$ cat src/rtl/cdp1802_dma_out.sv
// CDP1802 machine-cycle sequencer with CDP1861 DMA-OUT (S2) responder.
// Generates TPA/TPB and SC, arbitrates each cycle between the CPU and S2, and fetches video bytes at R0.
module cdp1802_dma_out #(
    parameter int          RAM_LAT  = 1,
    parameter logic [15:0] R0_RESET = 16'h0000
) (
    input  logic        clk,
    input  logic        reset,
    input  logic        ce,
    input  logic        dmao_req,
    input  logic [1:0]  cpu_sc,
    input  logic        r0_load,
    input  logic [15:0] r0_din,
    output logic        ram_rd,
    output logic [15:0] ram_a,
    input  logic [7:0]  ram_q,
    output logic [7:0]  dma_data,
    output logic        tpa,
    output logic        tpb,
    output logic [1:0]  sc,
    output logic        cpu_step,
    output logic        dma_active,
    output logic [15:0] r0
);

    localparam logic [2:0] PH_TPA  = 3'd1;
    localparam logic [2:0] PH_READ = 3'd2;
    localparam logic [2:0] PH_TPB  = 3'd6;
    localparam logic [2:0] PH_LAST = 3'd7;

    localparam logic [1:0] SC_FETCH = 2'b00;
    localparam logic [1:0] SC_DMA   = 2'b10;

    logic [2:0]         ph;
    logic               cycle_end;
    logic [15:0]        r0_next;
    logic               pend_valid;
    logic [15:0]        pend_data;
    logic [RAM_LAT-1:0] rd_pipe;

    assign cycle_end = ce && (ph == PH_LAST);
    assign tpa       = (ph == PH_TPA);
    assign tpb       = (ph == PH_TPB);
    assign ram_rd    = dma_active && ce && (ph == PH_READ);
    assign cpu_step  = !dma_active && cycle_end;

    // During S2 a CPU load is deferred to the cycle end, where it beats the post-increment.
    always_comb begin
        // NOTE: default first so every path assigns r0_next and no latch is inferred.
        r0_next = r0;
        if (dma_active) begin
            if (cycle_end) begin
                if (r0_load)
                    r0_next = r0_din;
                else if (pend_valid)
                    r0_next = pend_data;
                else
                    r0_next = r0 + 16'd1;
            end
        end else if (r0_load) begin
            r0_next = r0_din;
        end
    end

    // NOTE: all state uses non-blocking assignments so every flop samples pre-edge values.
    always_ff @(posedge clk or posedge reset) begin
        if (reset)
            ph <= 3'd0;
        else if (ce)
            ph <= ph + 3'd1;
    end

    always_ff @(posedge clk or posedge reset) begin
        if (reset) begin
            sc         <= SC_FETCH;
            dma_active <= 1'b0;
            ram_a      <= 16'h0000;
        end else if (cycle_end) begin
            dma_active <= dmao_req;
            sc         <= dmao_req ? SC_DMA : cpu_sc;
            if (dmao_req)
                ram_a <= r0_next;
        end
    end

    always_ff @(posedge clk or posedge reset) begin
        if (reset) begin
            r0         <= R0_RESET;
            pend_valid <= 1'b0;
        end else begin
            r0 <= r0_next;
            if (dma_active && cycle_end)
                pend_valid <= 1'b0;
            else if (dma_active && r0_load)
                pend_valid <= 1'b1;
        end
    end

    // NOTE: pend_data is only consumed while pend_valid is set, so it carries no reset.
    always_ff @(posedge clk) begin
        if (dma_active && r0_load)
            pend_data <= r0_din;
    end

    // The capture is timed in raw clocks from the read strobe, independent of ce.
    always_ff @(posedge clk or posedge reset) begin
        if (reset) begin
            rd_pipe <= '0;
        end else begin
            rd_pipe[0] <= ram_rd;
            for (int i = 1; i < RAM_LAT; i++)
                rd_pipe[i] <= rd_pipe[i-1];
        end
    end

    always_ff @(posedge clk or posedge reset) begin
        if (reset)
            dma_data <= 8'h00;
        else if (rd_pipe[RAM_LAT-1])
            dma_data <= ram_q;
    end

endmodule

$ cat config.mk
export PLATFORM = sky130hd
export DESIGN_NAME = cdp1802_dma_out
export DESIGN_NICKNAME = d
export VERILOG_FILES = /design/src/rtl/cdp1802_dma_out.sv
export SDC_FILE = /design/constraint.sdc
export NUM_CORES = 1
export LEC_CHECK = 0
export ABC_CLOCK_PERIOD_IN_PS = 2300
export BUFFER_PORTS_ARGS = -buffer_cell sky130_fd_sc_hd__buf_2
export CAP_MARGIN = 40
export CELL_PAD_IN_SITES_DETAIL_PLACEMENT = 1
export CELL_PAD_IN_SITES_GLOBAL_PLACEMENT = 1
export CORE_ASPECT_RATIO = 0.75
export CORE_MARGIN = 2
export CORE_UTILIZATION = 40
export DETAILED_ROUTE_END_ITERATION = 10
export PLACE_DENSITY_LB_ADDON = 0.1
export SYNTH_ARGS = -nofsm -noshare
export SYNTH_HDL_FRONTEND = slang
export SYNTH_SLANG_ARGS = --single-unit
$ cat constraint.sdc
create_clock -name clk -period 2.3 [get_ports clk]
set_input_delay 0.23 -clock clk [delete_from_list [all_inputs] [get_ports clk]]
set_output_delay 0.23 -clock clk [all_outputs]
set_load 0.02 [all_outputs]
==> results.json <==
{
  "viasPerCell": 5.54,
  "vias": 2952,
  "required_ns": 2.52,
  "p_switching_mw": 2.54,
  "synth_area_mm2": 0.00342,
  "core_mm2": 0.00838,
  "finalCriticalPeriod_ns": 2.08,
  "crit_slowest_cell": "dfrtp_1",
  "io_buffers": 77,
  "internal-power_mw": 3.49,
  "ys.flop_type": "dfrtp_1",
  "status": "finished, final reports clean",
  "hpwl_mm": 7.29,
  "critPathMaxFanout": 10,
  "fin_setup_tns_ns": 0,
  "relSlewSlack": 0.525,
  "wl_per_cell_um": 18.7,
  "first_pass_iters": 5,
  "yosys_warnings": 0,
  "skew_ns": 0.00592,
  "slew_viol_final": 0,
  "cts-root-buf": "clkbuf_16",
  "rsz0062_at_grt": "false",
  "grtUsageTotal": 0.225,
  "grt_first_pass_wirelength_mm": 16.1,
  "drtIter0Drc": 124,
  "diodes": 0,
  "cpPeakStageDelay_ns": 0.42,
  "synthCells": 326,
  "grt_pass1_vias": 2990,
  "vdd_drop_max_v": 0.000501,
  "drt-total-wl_mm": 9.94,
  "path_buf_inv": 1,
  "dieArea_mm2": 0.00932,
  "p_comb_frac": 0.458,
  "cp-end-kind": "register",
  "synth_top_area_share": 0.351,
  "finalHoldViolCount": 0,
  "ff2ff_setup_slack_ns": 0.22,
  "final_nets": 456,
  "layout_setup_ws_ns": 0.222,
  "grt-ovfl-total": 0,
  "final_antenna_net_count": 0,
  "busiest_layer": "met1",
  "hold_class": "input pin to register",
  "clk_latency_ns": 0.33,
  "cts_tree": "built",
  "drv_cap": 0,
  "worstSetupPathType": "register to register",
  "dp_slack_ns": 0.0513,
  "path_clk_slew_ns": 0.06,
  "die_w_um": 111,
  "switching_share": 0.421,
  "setup_violations": 0,
  "drc": 0,
  "cts_buffers": 9,
  "area_growth_pct": 26.6,
  "cts.sinks": 64,
  "pwr-share-clk": 0.210,
  "rows": 29,
  "synthArstFlopShare": 0.750,
  "total_power_mw": 6.03,
  "place_congestion": 0.801,
  "synth.avg_cell_area_um2": 10.5,
  "yosysTopAreaCell": "dfrtp_1",
  "start_util": 0.408,
  "p_per_area_mw_per_mm2": 1390,
  "path_cells": "ha_1, ha_1, and2_2, nand2_1, buf_4, o22ai_1, o31ai_1",
  "antenna_found_initial": 0,
  "fin_util": 0.517,
  "synth_area_leaders": "dfrtp_1 (35%), edfxtp_1 (14%), mux2_2 (6.6%)",
  "die_y_um": 84.1,
  "p_leak_nw": 1.92,
  "met1_usage": 0.335,
  "gr-usage-met2": 0.323,
  "io_pins": 78,
  "cpMostUsedCell": "ha_1",
  "synth.distinct_cells": 64,
  "tightestPinTransition_ns": 0.712,
  "period_share": 0.904,
  "clockBufferDepth": 2,
  "syn_nets": 362,
  "ys_ff_latch": 64,
  "startpoint_type": "register",
  "grt_max_degree": 36,
  "synth.yosys.seq_area_share": 0.491,
  "drive_gt1_frac": 0.365,
  "synth_edf_count": 16,
  "cp_top_family": "simple AND/OR/NAND/NOR gates",
  "p_seq_frac": 0.332,
  "critPathArrivalTime_ns": 2.30,
  "fmax_ghz": 0.481,
  "grtUsageMet3": 0.0501,
  "htreeDepth": 3
}
## cell usage in the layout, fill, tap and decap left out, types with 6 or more instances in the layout
master	synthesis	routed
buf_4	2	25
nor3_1	8	8
buf_2	13	77
a21oi_1	14	14
edfxtp_1	16	16
nand3_1	9	9
mux2_2	20	20
clkbuf_16	0	9
nand2b_1	6	6
o22ai_1	14	14
inv_1	12	11
o21ai_0	13	13
nor2_1	14	14
nand2_1	36	35
dfrtp_1	48	48
## flip-flops by register name, summed over array words and instances (netlist names)
name,cells
pend_data,16
dma_active,1
dma_data,8
r0,16
ph,3
pend_valid,1
rd_pipe,1
sc,2
ram_a,16
## per-layer routing
metal  vias up  share of wire  wire [um]
li1       1403              -          -
met1      1458           0.48       4790
met2        83           0.44       4410
met3         8          0.064        634
met4         0          0.011        110
met5         -              0          0
## final timing paths
kind,from,cells past startpoint,endpoint
worst min register to register,sc[1],2,sc[1]
worst min-delay path,r0_din[5],1,pend_data[5]
worst max register to register,ph[0],7,ram_a[3]
max in group asynchronous,reset,4,ram_a[12]
worst max-delay path,ph[0],7,ram_a[3]
min in group asynchronous,reset,3,ram_a[15]
## synthesized netlist by cell type (4+ instances only)
cell / number
clkbuf_1: 5
o22ai_1: 14
inv_1: 12
nand2_1: 36
nor2b_1: 4
xor2_1: 5
mux2_2: 20
nor3_1: 8
nand2b_1: 6
mux2i_1: 5
nor2_1: 14
nand4_1: 5
a21oi_1: 14
ha_1: 5
buf_2: 13
dfrtp_1: 48
a21o_1: 4
edfxtp_1: 16
o21ai_0: 13
nand3_1: 9
## worst reg2reg max path, cell delays in order, from the launching register on
cell and delay, ns:
dfrtp_1 0.42, ha_1 0.21, ha_1 0.22, and2_2 0.30, nand2_1 0.25, buf_4 0.19, o22ai_1 0.09, o31ai_1 0.29
## power groups by stage
stage | Sequential, mW | Combinational, mW | Clock [mW]
floorplan | 2.45 | 1.30 | 0
global placement | 2.00 | 2.72 | 0
detailed placement | 2.02 | 2.76 | 0
CTS | 2.01 | 2.78 | 1.30
global route | 2.07 | 3.01 | 1.35
finish | 2.00 | 2.76 | 1.27
## layout make-up
cell class	instances	area (um^2)
flip-flops and latches	64	1680
clock inverters	3	17.5
fillers	963	4050
inverters	13	48.8
clock buffers	13	260
well taps	108	135
multi-input cells	228	1590
repair buffers	104	603
## what timing repair did
action,CTS,global route
hold buffers,1,0
setup endpoints to repair,0,12
buffers inserted,0,0
gates resized for setup,0,3
endpoints found under the hold margin,19,0
## logic make-up after synthesis
logic type / count (synthesis) / synth area share
AO/OA/AOI/OAI: 84 / 0.171
XOR/XNOR: 8 / 0.0205
flip-flops: 64 / 0.491
AND/OR/NAND/NOR: 103 / 0.160
adder cells (fa/ha/maj): 5 / 0.0183
buffers and inverters: 34 / 0.0464
multiplexers: 28 / 0.0925
## through the flow
stage / hold slack [ns] / area [um^2] / std cells
floorplan: 0.329 / 3420 / 326
global placement: 0.283 / 4040 / 516
detailed placement: 0.297 / 4040 / 516
CTS: 0.0834 / 4330 / 533
global route: 0.0864 / 4330 / 533
finish: 0.0925 / 4330 / 533
No activity file was read; power rests on OpenSTA's default activity.
